`config.mk`:
```
export PLATFORM = sky130hd
export DESIGN_NAME = cnn_layer_sequencer
export DESIGN_NICKNAME = d
export VERILOG_FILES = /design/src/rtl/cnn_layer_sequencer_pkg.sv /design/src/rtl/cnn_layer_sequencer_watchdog.sv /design/src/rtl/cnn_layer_sequencer.sv
export SDC_FILE = /design/constraint.sdc
export NUM_CORES = 1
export LEC_CHECK = 0
export ABC_AREA = 1
export CORE_UTILIZATION = 44
export DETAILED_ROUTE_END_ITERATION = 8
export PLACE_DENSITY = 0.88
export SYNTH_ARGS = -nofsm -noshare
export SYNTH_HDL_FRONTEND = slang
export SYNTH_SLANG_ARGS = --single-unit
```
`constraint.sdc`:
```
create_clock -name clk_i -period 1.9 [get_ports clk_i]
set_clock_uncertainty 0.15 [all_clocks]
set_input_delay 0.38 -clock clk_i [delete_from_list [all_inputs] [get_ports clk_i]]
set_output_delay 0.38 -clock clk_i [all_outputs]
set_load 0.02 [all_outputs]
```
`src/rtl/cnn_layer_sequencer_pkg.sv`:
```
// Shared types and helpers for the CNN layer sequencer.
//   seq_state_t : sequencer FSM states
//   DATA_W_DEF  : default width of the final-stage result
//   relu_clamp  : 1 when a captured result must be forced to zero
package cnn_layer_sequencer_pkg;

  typedef enum logic [2:0] {
    S_IDLE,
    S_START,
    S_WAIT,
    S_DONE,
    S_ERROR
  } seq_state_t;

  localparam int DATA_W_DEF = 32;

  // Negative results are clamped only when ReLU is enabled.
  function automatic logic relu_clamp(input logic sign_bit, input logic relu_en);
    return sign_bit & relu_en;
  endfunction

endpackage

```
`src/rtl/cnn_layer_sequencer_watchdog.sv`:
```
// Per-stage watchdog for the layer sequencer.
//   clk_i/rst_i : clock, synchronous active-low reset
//   clr_i       : restart the count (stage start)
//   en_i        : count one waiting cycle
//   expired_o   : this waiting cycle is the TIMEOUT-th one; TIMEOUT=0 never expires
module cnn_layer_sequencer_watchdog #(
  parameter int TIMEOUT = 1024
) (
  input  logic clk_i,
  input  logic rst_i,
  input  logic clr_i,
  input  logic en_i,
  output logic expired_o
);

  localparam int CW = (TIMEOUT > 1) ? $clog2(TIMEOUT + 1) : 1;

  logic [CW-1:0] cnt_q, cnt_d;

  always_comb begin
    cnt_d = cnt_q;
    if (clr_i)     cnt_d = '0;
    else if (en_i) cnt_d = cnt_q + CW'(1);
  end

  always_ff @(posedge clk_i) begin
    if (!rst_i) cnt_q <= '0;
    else        cnt_q <= cnt_d;
  end

  generate
    if (TIMEOUT == 0) begin : g_off
      assign expired_o = 1'b0;
    end else begin : g_on
      // Flag on the cycle whose increment would reach TIMEOUT.
      localparam logic [CW-1:0] LIMIT = CW'(TIMEOUT - 1);
      assign expired_o = en_i && (cnt_q == LIMIT);
    end
  endgenerate

endmodule

```
`src/rtl/cnn_layer_sequencer.sv`:
```
// Sequences N_STAGES layer engines through start/done handshakes.
//   clk_i, rst_i          : clock, synchronous active-low reset
//   enable_i              : start request; keeps continuous mode running
//   continuous_i          : rerun next frame (sampled in DONE)
//   abort_i               : return to IDLE next cycle, clears error
//   stage_start_o         : one-hot single-cycle start pulse
//   stage_done_i          : per-stage done (rising edge is used)
//   last_result_i         : signed result of the final stage
//   result_o              : captured, optionally ReLU'd, result
//   done_o                : one-cycle pulse per completed frame
//   busy_o/error_o        : in START/WAIT, in ERROR
//   err_stage_o           : stage that timed out
//   cur_stage_o           : stage in progress
//   frame_count_o         : completed frames, wrapping
module cnn_layer_sequencer
  import cnn_layer_sequencer_pkg::*;
#(
  parameter int N_STAGES = 3,
  parameter int DATA_W   = DATA_W_DEF,
  parameter int TIMEOUT  = 1024,
  parameter int FRAME_W  = 16,
  parameter int RELU_EN  = 1
) (
  input  logic                      clk_i,
  input  logic                      rst_i,
  input  logic                      enable_i,
  input  logic                      continuous_i,
  input  logic                      abort_i,
  output logic [N_STAGES-1:0]       stage_start_o,
  input  logic [N_STAGES-1:0]       stage_done_i,
  input  logic [DATA_W-1:0]         last_result_i,
  output logic [DATA_W-1:0]         result_o,
  output logic                      done_o,
  output logic                      busy_o,
  output logic                      error_o,
  output logic [$clog2(N_STAGES):0] err_stage_o,
  output logic [$clog2(N_STAGES):0] cur_stage_o,
  output logic [FRAME_W-1:0]        frame_count_o
);

  localparam int IW = $clog2(N_STAGES) + 1;
  localparam logic [IW-1:0] LAST = IW'(N_STAGES - 1);

  seq_state_t          state_q;
  logic [IW-1:0]       idx_q, err_stage_q;
  logic [N_STAGES-1:0] done_hist_q, start_q;
  logic [DATA_W-1:0]   result_q;
  logic [FRAME_W-1:0]  frame_q;
  logic                seen_q, done_q, busy_q, error_q;

  logic [N_STAGES-1:0] done_rise, idx_oh;
  logic                hit, wd_expired;

  assign done_rise = stage_done_i & ~done_hist_q;
  assign idx_oh    = N_STAGES'(1) << idx_q;
  // A rise during START is remembered in seen_q so zero-latency stages still advance.
  assign hit       = seen_q | (|(done_rise & idx_oh));

  cnn_layer_sequencer_watchdog #(.TIMEOUT(TIMEOUT)) u_wd (
    .clk_i     (clk_i),
    .rst_i     (rst_i),
    .clr_i     (state_q == S_START),
    .en_i      (state_q == S_WAIT),
    .expired_o (wd_expired)
  );

  always_ff @(posedge clk_i) begin
    if (!rst_i) begin
      state_q     <= S_IDLE;
      idx_q       <= '0;
      done_hist_q <= '0;
      seen_q      <= 1'b0;
      start_q     <= '0;
      done_q      <= 1'b0;
      busy_q      <= 1'b0;
      error_q     <= 1'b0;
      err_stage_q <= '0;
      result_q    <= '0;
      frame_q     <= '0;
    end else begin
      done_hist_q <= stage_done_i;
      start_q     <= '0;
      done_q      <= 1'b0;
      if (abort_i) begin
        // Abort wins over done and timeout; result and frame count are kept.
        state_q <= S_IDLE;
        idx_q   <= '0;
        seen_q  <= 1'b0;
        busy_q  <= 1'b0;
        error_q <= 1'b0;
      end else begin
        unique case (state_q)
          S_IDLE: if (enable_i) begin
            state_q <= S_START;
            idx_q   <= '0;
            start_q <= N_STAGES'(1);
            busy_q  <= 1'b1;
          end
          S_START: begin
            state_q <= S_WAIT;
            seen_q  <= |(done_rise & idx_oh);
          end
          S_WAIT: begin
            if (hit) begin
              seen_q <= 1'b0;
              if (idx_q == LAST) begin
                state_q  <= S_DONE;
                busy_q   <= 1'b0;
                done_q   <= 1'b1;
                frame_q  <= frame_q + FRAME_W'(1);
                result_q <= relu_clamp(last_result_i[DATA_W-1], RELU_EN != 0) ? '0
                                                                              : last_result_i;
              end else begin
                state_q <= S_START;
                idx_q   <= idx_q + IW'(1);
                start_q <= idx_oh << 1;
              end
            end else if (wd_expired) begin
              state_q     <= S_ERROR;
              busy_q      <= 1'b0;
              error_q     <= 1'b1;
              err_stage_q <= idx_q;
            end
          end
          S_DONE: begin
            if (continuous_i && enable_i) begin
              state_q <= S_START;
              idx_q   <= '0;
              start_q <= N_STAGES'(1);
              busy_q  <= 1'b1;
            end else begin
              state_q <= S_IDLE;
              idx_q   <= '0;
            end
          end
          S_ERROR: state_q <= S_ERROR;
          default: state_q <= S_IDLE;
        endcase
      end
    end
  end

  assign stage_start_o = start_q;
  assign result_o      = result_q;
  assign done_o        = done_q;
  assign busy_o        = busy_q;
  assign error_o       = error_q;
  assign err_stage_o   = err_stage_q;
  assign cur_stage_o   = idx_q;
  assign frame_count_o = frame_q;

endmodule

```
======== Word level (Yosys, flattened, before mapping) ========
Index checks and enable logic that the tools add are counted.
storage, ports and cells
  register bits ........................... 78
  word-level logic and storage cells ...... 76
  output and inout bits ................... 60
  input bits .............................. 40
cells by class
  add/sub/neg operators ................... 3
  shift-type cells ........................ 1
  bitwise gates (word level) .............. 8
  muxes and demuxes ....................... 24
  equal/unequal tests ..................... 12
  reduce and logical (&&, ||, !) cells .... 16
operators with widths
  operator                                               count
  two-way mux 31 bit                                     1
  two-way mux 3 bit                                      8
  case mux 3 bit (3 select lines)                        2
  adder 16 x 1 -> 16 bit, second input constant          1
  case mux 3 bit (5 select lines)                        1
  AND reduction 4 bit                                    3
  adder 11 x 1 -> 11 bit, second input constant          1
  equality test 11 x 10 -> 1 bit, second input constant  1
  equality test 3 x 2 -> 1 bit, second input constant    3
  two-way mux 1 bit                                      9
  != test 2 bit, second input constant                   4
  AND 3 bit                                              2
  != test 3 bit, second input constant                   2
  AND reduction 5 bit                                    1
  inverter 1 bit                                         4
  AND reduction 2 bit                                    2
  OR reduction 2 bit                                     2
  OR reduction 4 bit                                     1
  adder 3 x 1 -> 3 bit, second input constant            1
  equality test 3 x 1 -> 1 bit, second input constant    1
  equality test 3 bit, second input constant             1
  zero test 3 bit                                        1
  inverter 3 bit                                         1
  case mux 1 bit (3 select lines)                        1
  other kinds (9)                                        10

======== Logic depth before layout (Yosys ltp) ========
  word-level depth ........................ 7
  depth in mapped cells ................... 14

======== Hierarchy ========
A second synthesis with hierarchy kept.
unflattened totals
  cell total of the unflattened synthesis .. 501
  area total of the unflattened synthesis .. 3729.8 sq um
modules (own cells, without submodules)
  module                        cells an instance  times used  area each (sq um)
  cnn_layer_sequencer           426                1           3143.0
  cnn_layer_sequencer_watchdog  75                 1           586.8

======== Worst setup path after synthesis ========
OpenSTA, ideal clock, no wires.
  path kind ............................... register to register
  start ................................... register idx_q[0] (netlist: cur_stage_o[0])
  end ..................................... register frame_q[13] (netlist: frame_count_o[13])
  cell stages (with the launch flop) ...... 14
  required time ........................... 1.679 ns
  arrival time ............................ 1.806 ns
  setup slack ............................. -0.127 ns
  library setup time ...................... 0.071 ns
  period minus slack after synthesis ...... 2.027 ns
  cells stage by stage .................... dfxtp_1 -> inv_1 -> ha_1 -> inv_1 -> nor2_2 -> nand2_1 -> nand4_2 -> nand2_4 -> nor2_8 -> nand2_4 -> buf_6 -> buf_6 -> nand2_1 -> a21oi_1
on the way
  cells in the longest elaborated chain, start to end .. 5
  elaborated cells on any way between the ends .. 6
  those cells by class .................... eq/ne: 1; shift: 1; bitwise: 2; reduce/logical: 2
ends and longest elaborated chain
  item                             line                        text
  from (decl)                      cnn_layer_sequencer.sv:45   logic [IW-1:0] idx_q, err_stage_q;
  from (signal assigned)           cnn_layer_sequencer.sv:115  idx_q <= idx_q + IW'(1);
  left shift 1 x 3 -> 3 bit        cnn_layer_sequencer.sv:55   assign idx_oh = N_STAGES'(1) << idx_q;
  AND 3 bit                        cnn_layer_sequencer.sv:57   assign hit = seen_q | (|(done_rise & idx_oh));
  OR reduction 3 bit               cnn_layer_sequencer.sv:57
  OR 1 bit                         cnn_layer_sequencer.sv:57
  AND reduction 4 bit (no line) *  -
  to (signal assigned)             cnn_layer_sequencer.sv:110  frame_q <= frame_q + FRAME_W'(1);
  to (decl)                        cnn_layer_sequencer.sv:48   logic [FRAME_W-1:0] frame_q;
Mark *: on every way between the ends. The rest lies on a longest branch, timed or not.
A chain may end at the register's enable or synchronous reset.

======== Worst setup path in the final report ========
  start ................................... register idx_q[0] (netlist: cur_stage_o[0])
  end ..................................... register result_q[15] (netlist: result_o[15])
on the way
  cells in the longest elaborated chain, start to end .. 5
  elaborated cells on any way between the ends .. 6
  those cells by class .................... eq/ne: 1; shift: 1; bitwise: 2; reduce/logical: 2
ends and longest elaborated chain
  item                             line                        text
  left shift 1 x 3 -> 3 bit        cnn_layer_sequencer.sv:55
  AND 3 bit                        cnn_layer_sequencer.sv:57
  OR reduction 3 bit               cnn_layer_sequencer.sv:57
  OR 1 bit                         cnn_layer_sequencer.sv:57
  AND reduction 4 bit (no line) *  -
  to (signal assigned)             cnn_layer_sequencer.sv:111  result_q <= relu_clamp(last_result_i[DATA_W-1], RELU_EN != 0) ? '0
  to (decl)                        cnn_layer_sequencer.sv:47   logic [DATA_W-1:0] result_q;
Marks and branches as above.

==> run metrics <==
starting density of the core=0.464; Tcrit/Tclk final=1.03; largest area contributor in the netlist=dfxtp_1; Setup Viol. Count Final=20; Worst path slowest cell=dfxtp_4; Netlist Area Pre-Place=roughly 3700 sq um; largest net degree at the start of global routing=34; layout cell share with drive strength beyond 1=0.193; outcome=finished with violations; #FFs+latches synth=77; Hold Path Class=reg -> reg; max-cap viol count=0; I/O pin cnt=100; die width=between 90 and 100 um; worst skew pair latency=~0.35 ns; Synth cell types=37; unrepaired setup endpoints after global routing=true; Nets=slightly below 700; Cell Rows=32; first-pass GRT wire length=15500 um; final setup margin=-0.0573 ns; vias in the first global route=between 3000 and 4000; CP cell instances=inv_4 > ha_4 > inv_2 > nor2_4 > nand2_2 > nand4_4 > nand2_4 > nor2_8 > nand2_8 > clkinv_8 > clkbuf_16 > nand2_4 > nand2_2 > nor2_1; GRT Total Usage=0.227; highest routed metal layer=met4; total CTS buffers=9; Core ar.=about 7900 sq um; GPL Wtd Cong=a little under 0.9; Yosys warnings=0; crit path capture type=flop; Overflow after GRT=0; Power Density=approximately 610 nW/um^2; Detailed Routing Iterations Pass 1=5; fin crit period=between 1.5 and 2 ns; Sink Count=77; Inserted Diodes=0; WL met1=approximately 4100 um; Yosys top cell area share=0.422; count of hold buffers inserted by post-cts repair=0; CTS HTree Levels=3; Reg clk slew, reported paths=roughly 0.09 ns; WHS=around 0.3 ns; CP max stage delay=0.37 ns; placed insts=just over 700; DRC=0; Finished Layout Cells=between 700 and 800; mean post-synth cell area=approximately 7.2 sq um; Synth Instances=511; Final Max Slew Viols=0; failing checks=setup timing; Critical Path AT=approximately 2.0 ns; DP HPWL=about 7000 um; Fmax achieved=between 500 and 600 MHz; Setup TNS=-0.471 ns; startpoint types=flop; Seq/Total Area, Yosys=0.422; most frequent cells in the layout=126 x nand2_1, 76 x clkdlybuf4s50_1, 73 x dfxtp_1; area delta synth->final=51.1%; die area=about 8700 sq um; initial antenna violation count=0; CP Data Required Time=around 2.0 ns; via count=approximately 3800; clock tree buffer depth=2; CTS tree=done; WL per Instance=~14 um; worst-path maximum fanout=6; Pleak=between 2 and 2.5 nW; syn nets=around 560; port bufs=just under 100; final WL=just over 10000 um; Final ANT Viol Nets=0; via/cell ratio=just over 5; CTS Root Cell=clkbuf_8; most common cell after layout, fill and taps aside=nand2_1; fillers=just under 600; met3 WL=a little over 600 um; Final Hold Viols=0; DR WL met2=around 5200 um; top post-synthesis cells by area=dfxtp_1 42%, nand2_1 16%, inv_1 5.9%; kind of critical path=reg -> reg; Die Ht=~93 um; Worst VDD drop=about 0.38 mV; overall power=about 0.0034 W; First DRT Iteration DRCs=226
## state kept, by name, summed over array words and instances (netlist names)
signal / flops
busy_o: 1
cur_stage_o: 3
done_hist_q: 3
done_o: 1
err_stage_o: 3
error_o: 1
frame_count_o: 16
result_o: 31
seen_q: 1
stage_start_o: 3
state_q: 3
u_wd.cnt_q: 11
## power by group
group	total, W	switching, W	internal (W)
Clock	0.00146	0.000608	0.000849
Sequential	0.00163	0.00000925	0.00162
Combinational	0.000307	0.000157	0.000150
Total	0.00339	0.000774	0.00262
## synth_stat cells
| cell | instances |
|---|---|
| a41oi_1 | 1 |
| nor3_1 | 8 |
| a31oi_1 | 3 |
| nand3_4 | 1 |
| nor2_2 | 1 |
| inv_2 | 1 |
| o21ai_2 | 9 |
| inv_1 | 57 |
| or2_2 | 2 |
| nand2_1 | 154 |
| nor2_4 | 1 |
| a21oi_1 | 31 |
| nand4_2 | 1 |
| buf_4 | 2 |
| ha_1 | 6 |
| dfxtp_1 | 77 |
| clkbuf_1 | 8 |
| nor3b_1 | 2 |
| a211oi_1 | 1 |
| conb_1 | 1 |
| clkinv_1 | 2 |
| o211ai_1 | 1 |
| inv_4 | 2 |
| nor3_2 | 1 |
| buf_2 | 1 |
| buf_6 | 6 |
| nor2_1 | 48 |
| xnor2_1 | 3 |
| nand2_4 | 3 |
| xor2_1 | 12 |
| nand3_1 | 39 |
| nand4_1 | 7 |
| nand3b_1 | 1 |
| and3_1 | 1 |
| nor2_8 | 1 |
| o21a_1 | 1 |
| o21ai_0 | 15 |
## stage by stage
stage / instance area (sq um) / setup WS, ns / util
floorplan: 3660 / 0.0263 / -
global route: 5520 / -0.123 / 0.700
CTS: 5190 / 0.00981 / 0.658
finish: 5520 / -0.0573 / 0.700
detailed placement: 4910 / -0.285 / 0.623
global placement: 4910 / -0.220 / 0.623
## critical path, delay by kind of cell, from the launching register on
kind,cells,cell delay (ns)
buffers and inverters,4,0.37
adders and majority gates,1,0.13
and+or+nand+nor,9,0.79
DFF,1,0.37
## per-layer routing
layer	vias up	global-route usage
met2	151	0.395
met3	25	0.0569
met4	0	0.109
met1	1758	0.259
li1	1870	-
met5	-	0
## final cells by class
cell class	count	area, sq um	share of cell area
clock buffer	13	169	0.0306
clock inverter	3	67.6	0.0122
inverter	62	253	0.0458
multi-input combinational	355	1990	0.360
sequential	77	1550	0.281
tap	102	128	0.0231
timing repair buffer	136	1370	0.248
## path summary, 6_finish.rpt
kind | start | to | slack [ns] | depth (start not counted)
worst min-delay path | err_stage_o[2]$_SDFFE_PN0P_ | err_stage_o[2]$_SDFFE_PN0P_ | 0.30 | 2
worst max-delay path | cur_stage_o[0]$_SDFFE_PP0P_ | result_o[15]$_SDFFE_PN0P_ | -0.06 | 14
worst max register to register | cur_stage_o[0]$_SDFFE_PP0P_ | result_o[15]$_SDFFE_PN0P_ | -0.06 | 14
worst min register to register | err_stage_o[2]$_SDFFE_PN0P_ | err_stage_o[2]$_SDFFE_PN0P_ | 0.30 | 2
## cell families after synthesis
logic type | synth area share
AOI/OAI and AO/OA | 0.0982
xor gates and xnor gates | 0.0359
adders and majority gates | 0.0205
buffers and inverters | 0.0972
DFF | 0.422
other | 0.00103
and+or+nand+nor | 0.325
## repair_timing
action,in CTS,in global routing
endpoints found under the setup margin,67,59
cloned,0,3
gates resized for setup,34,72
pin swaps,1,23
setup buffers,0,5
Power figures use the tool's default switching activity.
==> patch 1, RTL diff (config.mk and constraints unchanged) <==
The parameter `RELU_EN` goes from 1 to 0.
--- a/src/rtl/cnn_layer_sequencer.sv
+++ b/src/rtl/cnn_layer_sequencer.sv
@@ -20,5 +20,5 @@
   parameter int TIMEOUT  = 1024,
   parameter int FRAME_W  = 16,
-  parameter int RELU_EN  = 1
+  parameter int RELU_EN  = 0
 ) (
   input  logic                      clk_i,
Function: changed (a bounded check fails within 10 cycles, from zero or initial values and one cycle with rst_i low).
==> patch 1 against the unedited design <==
The flow still finishes with violations (negative setup slack). Core utilization grew 1.7 points. Synthesized area shrank 7.3%. Highest routed layer unchanged. Final area shrank 4.3%. Sequential cell count grew 1. Critical endpoint is now frame_count_o[7]. Critical path depth shrank 1. Worst hold slack gained 0.040 ns. Fmax grew 0.24%. Worst setup slack gained 0.0047 ns. Total power grew 0.84%. Routed wire length grew 1.5%.
==> patch 1: results (changes against the unedited design) <==
yosys:
  synth_common_cells: "108 x nor2_1, 88 x nand2_1, 78 x dfxtp_1"
  synth.avg_cell_area_sq_um: 7.308  # +2.1%
  ys_seq_area_share_pct: 46.05  # +3.9 points
  ys_top_cells_by_area: "dfxtp_1 46%, nor2_1 12%, nand2_1 9.7%, o21ai_0 5.9%, inv_1 4.2%"
  synthesis.nets: 510  # -8.4%
  yosysWarningCount: 0  # unchanged
  async_flop_share_pct: 0  # unchanged
  synth-compound-area-share_pct: 11.48  # +1.7 points
  synth_fa_ha_area_share_pct: 2.214  # +0.16 points
  yosys.area_share.xor_xnor_pct: 2.066  # -1.5 points
  muxShareOfSynthArea_pct: 0  # unchanged
  synthDistinctLibCells: 38  # +2.7%
  synth-main-ff-cell: "dfxtp_1"
layout:
  largest_reg_flops: 32  # +3.2%
  drive_gt1_share_pct: 20.20  # +0.85 points
  layout.nets: 640  # -6.8%
  diodes: 0  # unchanged
  fillers: 527  # -9.9%
clock_network:
  clock_path_buffers: 2  # unchanged
  cts-root-buf: "clkbuf_8"
  ctsHtreeMaxLevel: 3  # unchanged
  clk_pin_slew_ns: 0.09  # about the same
  cts_buffers: 9  # unchanged
  clock_latency_ns: 0.36
place:
  placed_area_sq_mm: 0.004573  # -6.9%
  dp_slack_ns: -0.2653  # +0.01942 ns
  dp_hpwl_um: 6417  # -6.2%
  port_buffers: 99  # +1.0%
  gp_congestion: 0.8919  # about the same
  dp.cells: 666  # -8.0%
timing:
  final-max-slew-violation-count: 0  # unchanged
  timing.setup.tns_ns: -0.6182  # -0.1472 ns
  setup_violations: 31  # +55%
  finalWorstSetupSlack_ns: -0.05256  # +0.004720 ns
  max_slew_margin_pct: 66.83
run_status:
  status: "finished, violations left"
  violations: "negative setup slack"
power_and_ir_drop:
  leakage_nw: 2.257  # -6.4%
  ir_drop_uv: 581.0  # +53%
  netSwitchingPower_mw: 0.7690  # -0.65%
min_path:
  min-delay-path-class: "reg2reg"
setup_path:
  crit_fanout: 5  # -1
  arrival_ns: 2.06  # +0.03 ns
routing:
  vias: 3661  # -3.8%
  drc: 0  # unchanged
  drt_iter0_drc: 215  # -4.9%
  viasPerCell: 5.245  # +3.1%
  firstDrtPassIters: 5  # unchanged
  wl_per_cell_um: 14.82  # +8.8%
grt:
  grt_pass1_wl_um: 15100  # -2.8%
  grt_usage_pct: 23.11  # +0.41 points
  grt_max_degree: 46  # +35%
  antenna_found_initial: 0  # unchanged
  grt_pass1_vias: 3478  # +0.43%
[patch 1: timing repair]
action | CTS | global route
gates cloned | 0 | 7
pin swaps | 0 | 14
setup endpoints to repair | 69 | 64
resized for setup | 26 | 107
setup buffers | 0 | 9
endpoints found under the hold margin | 0 | 0
[patch 1: per-layer routing]
| layer | vias to the layer above | share of wire (%) | GRT usage (%) |
|---|---|---|---|
| li1 | 1743 | - | - |
| met1 | 1716 | 38 | 24.68 |
| met2 | 163 | 50 | 40.00 |
| met3 | 39 | 7.8 | 7.276 |
| met4 | 0 | 3.5 | 13.52 |
| met5 | - | 0 | 0 |
[patch 1: logic make-up after synthesis]
group	after synthesis
AO/OA/AOI/OAI	74
adder cells (fa/ha/maj)	6
XOR/XNOR	8
flip-flops	78
AND/OR/NAND/NOR	241
buffers and inverters	57
[patch 1: through the flow]
step	hold slack (ns)	total power, mW
after floorplan	0.3000	1.774
after global placement	0.3043	1.911
after detailed placement	0.3242	1.918
after CTS	0.3441	3.406
after global routing	0.3707	3.530
final	0.3381	3.423
[patch 1: power by group through the flow]
stage | Combinational, mW | Clock, mW | Sequential, mW
CTS | 0.233 | 1.52 | 1.65
global route | 0.280 | 1.60 | 1.65
floorplan | 0.0829 | 0 | 1.69
global placement | 0.225 | 0 | 1.69
finish | 0.258 | 1.52 | 1.65
detailed placement | 0.231 | 0 | 1.69
[patch 1: path summary, 6_finish.rpt]
path | startpoint | endpoint | slack, ns | cells past startpoint
setup reg to reg | cur_stage_o[1] | frame_count_o[7] | -0.05 | 13
hold / removal | u_wd.cnt_q[10] | u_wd.cnt_q[10] | 0.34 | 2
setup / recovery | cur_stage_o[1] | frame_count_o[7] | -0.05 | 13
hold reg to reg | u_wd.cnt_q[10] | u_wd.cnt_q[10] | 0.34 | 2
[patch 1: worst max-delay path, cell delays in order, from the launching register on]
cell,delay [ns]
dfxtp_4,0.38
inv_4,0.08
ha_4,0.12
inv_1,0.05
nor2_2,0.11
nand2_2,0.09
nand4_4,0.12
nand2_4,0.08
nor2_8,0.15
buf_4,0.17
clkbuf_16,0.14
nand3_1,0.08
nand2_1,0.09
a21oi_1,0.04
[patch 1: layout make-up]
class | count | area (sq um) | share of cell area, %
multi-input combinational | 329 | 1808 | 34.19
sequential | 78 | 1570 | 29.70
timing repair buffer | 130 | 1306 | 24.70
inverter | 41 | 171.4 | 3.242
clock buffer | 9 | 123.9 | 2.343
tap | 99 | 123.9 | 2.343
clock inverter | 7 | 120.1 | 2.272
timing repair inverter | 5 | 63.81 | 1.207
==> patch 2, RTL diff (config.mk and constraints unchanged) <==
Made on the original files. Register the output `err_stage_o` once more; this adds one clock of latency there. The other outputs are not delayed to match.
--- a/src/rtl/cnn_layer_sequencer.sv
+++ b/src/rtl/cnn_layer_sequencer.sv
@@ -146,5 +146,7 @@
   assign busy_o        = busy_q;
   assign error_o       = error_q;
-  assign err_stage_o   = err_stage_q;
+  always_ff @(posedge clk_i) begin
+    err_stage_o <= err_stage_q;
+  end
   assign cur_stage_o   = idx_q;
   assign frame_count_o = frame_q;
Behaviour: no difference found for any inputs over 10 cycles, from zero or initial values and one cycle with rst_i low; that may be too few to reach the edited logic, so the function may still have changed.
==> patch 2 against the unedited design <==
The run still ends with negative setup slack left. Synthesized area grew 2.3%. Final area grew 4.6%. Total power is 4.5% higher. Worst setup slack got worse by 0.036 ns. Sequential cell count up 3. Die area up 2.2%. Core utilization up 0.30 points. Clock power grew 3%. Routed wire length increased by 5.3%. Critical endpoint is now frame_count_o[9]. Highest routed layer unchanged.
==> patch 2: results (changes against the unedited design) <==
run_status:
  violations: "negative setup slack"
  status: "finished, violations left"
setup_path:
  crit_fanout: 7  # +1
  path_delay_family: "simple AND/OR/NAND/NOR gates"
  cp_slowest_stage_delay_ns: 0.38
  arrival_ns: 2.07  # +0.04 ns
  cpMaxStageDelayCell: "dfxtp_4"
grt:
  grt_pass1_wl_um: 16450  # +5.9%
  grt_max_degree: 39  # +15%
  grt_pass1_vias: 3834  # +11%
  antenna_found_initial: 0  # unchanged
  grt_usage_pct: 23.84  # +1.1 points
routing:
  ant_nets: 0  # unchanged
  routed_wl_um: 10730  # +5.3%
  firstDrtPassIters: 5  # unchanged
  viasPerCell: 4.999  # -1.7%
  drt_iter0_drc: 261  # +15%
power_and_ir_drop:
  ir_drop_uv: 321.7  # -15%
  switching_share_pct: 22.91  # +0.11 points
  leakage_nw: 2.533  # +5.1%
yosys:
  synthesis.nets: 575  # +3.2%
  yosysWarningCount: 0  # unchanged
  ys_top_cells_by_area: "dfxtp_1 43%, nand2_1 16%, inv_1 6.1%, nor2_1 5.6%, nand3_1 5.0%"
  muxShareOfSynthArea_pct: 0  # unchanged
  ys_seq_area_share_pct: 42.82  # +0.66 points
  synth_fa_ha_area_share_pct: 2.007  # -0.046 points
  synthDistinctLibCells: 37  # unchanged
  async_flop_share_pct: 0  # unchanged
  synth-main-ff-cell: "dfxtp_1"
  yosys.area_share.xor_xnor_pct: 3.279  # -0.31 points
  synth-compound-area-share_pct: 8.966  # -0.86 points
  synth_common_cells: "159 x nand2_1, 80 x dfxtp_1, 61 x inv_1"
layout:
  drive_gt1_share_pct: 23.56  # +4.2 points
  diodes: 0  # unchanged
  largest_reg_flops: 31  # unchanged
  fillers: 621  # +6.2%
  layout.nets: 720  # +4.8%
place:
  port_buffers: 98  # unchanged
  dp_hpwl_um: 7001  # +2.3%
  placed_area_sq_mm: 0.005100  # +3.8%
  gp_congestion: 0.9172  # +2.8%
clock_network:
  cts_buffers: 9  # unchanged
  cts-root-buf: "clkbuf_8"
  clock_path_buffers: 2  # unchanged
  clock_latency_ns: 0.36
  clk_pin_slew_ns: 0.09  # about the same
  ctsHtreeMaxLevel: 3  # unchanged
timing:
  setup_violations: 43  # +110%
  finalWorstSetupSlack_ns: -0.09287  # -0.03559 ns
  worst_hold_slack_ns: 0.2065  # -0.09155 ns
  final_hold_viol_count: 0  # unchanged
floorplanning:
  rows: 33  # +3.1%
min_path:
  min-delay-path-class: "reg2reg"
==> patch 2: cell types whose count changed after synthesis, sizes merged, moves of 2 or more <==
cell	before	now
xnor2	3	5
nor2	51	57
nor3	9	12
clkinv	2	0
xor2	12	9
a31oi	3	0
nand3	40	37
inv	60	62
buf	9	12
dfxtp	77	80
nand2	157	170
o21ai	24	18
==> patch 2: area by class of cell <==
class / count / share of cell area (%)
multi-input cells: 366 / 34.63
flip-flops and latches: 80 / 27.87
repair buffers: 155 / 26.70
inverters: 62 / 4.331
well taps: 105 / 2.274
clock buffers: 9 / 2.144
clock inverters: 7 / 2.057
==> patch 2: stage by stage <==
step	setup slack, ns	instances	setup TNS (ns)	util [%]
2_1_floorplan	-0.04889	529	-0.5772	-
3_3_place_gp	-0.3111	754	-13.90	62.07
3_5_place_dp	-0.3767	754	-16.05	62.07
4_1_cts	-0.02780	776	-0.06314	66.33
5_1_grt	-0.1818	784	-6.129	70.32
6_report	-0.09287	784	-2.640	70.32
==> patch 2: kinds of logic after synthesis <==
kind of cell | after synthesis
AO/OA/AOI/OAI | 56
XOR/XNOR | 14
adder cells (fa/ha/maj) | 6
buffers and inverters | 83
flip-flops | 80
other | 1
AND/OR/NAND/NOR | 289
==> patch 2: repair_timing <==
action | in CTS | in global routing
gates resized for setup | 32 | 82
pin swaps | 6 | 21
setup endpoints to repair | 62 | 71
setup buffers | 5 | 7
cloned | 1 | 3
==> patch 2: final timing paths <==
path | startpoint | endpoint | cells past startpoint
min | err_stage_q[1] | err_stage_o[1] | 0
max | cur_stage_o[0] | frame_count_o[9] | 13
min reg2reg | err_stage_q[1] | err_stage_o[1] | 0
max reg2reg | cur_stage_o[0] | frame_count_o[9] | 13
==> patch 2: power groups by stage <==
stage               Clock [mW]  Sequential, mW  Combinational (mW)
floorplan                    0            1.74               0.121
global placement             0            1.73               0.287
detailed placement           0            1.73               0.295
CTS                       1.53            1.69               0.306
global route              1.60            1.70               0.368
finish                    1.51            1.70               0.339
==> patch 2: per-layer routing <==
metal / vias up / wire (um) / GRT usage (%)
met5: - / 0 / 0
met4: 0 / 291 / 11.03
met3: 35 / 641 / 6.553
li1: 1948 / - / -
met2: 147 / 5593 / 43.36
met1: 1789 / 4199 / 25.21
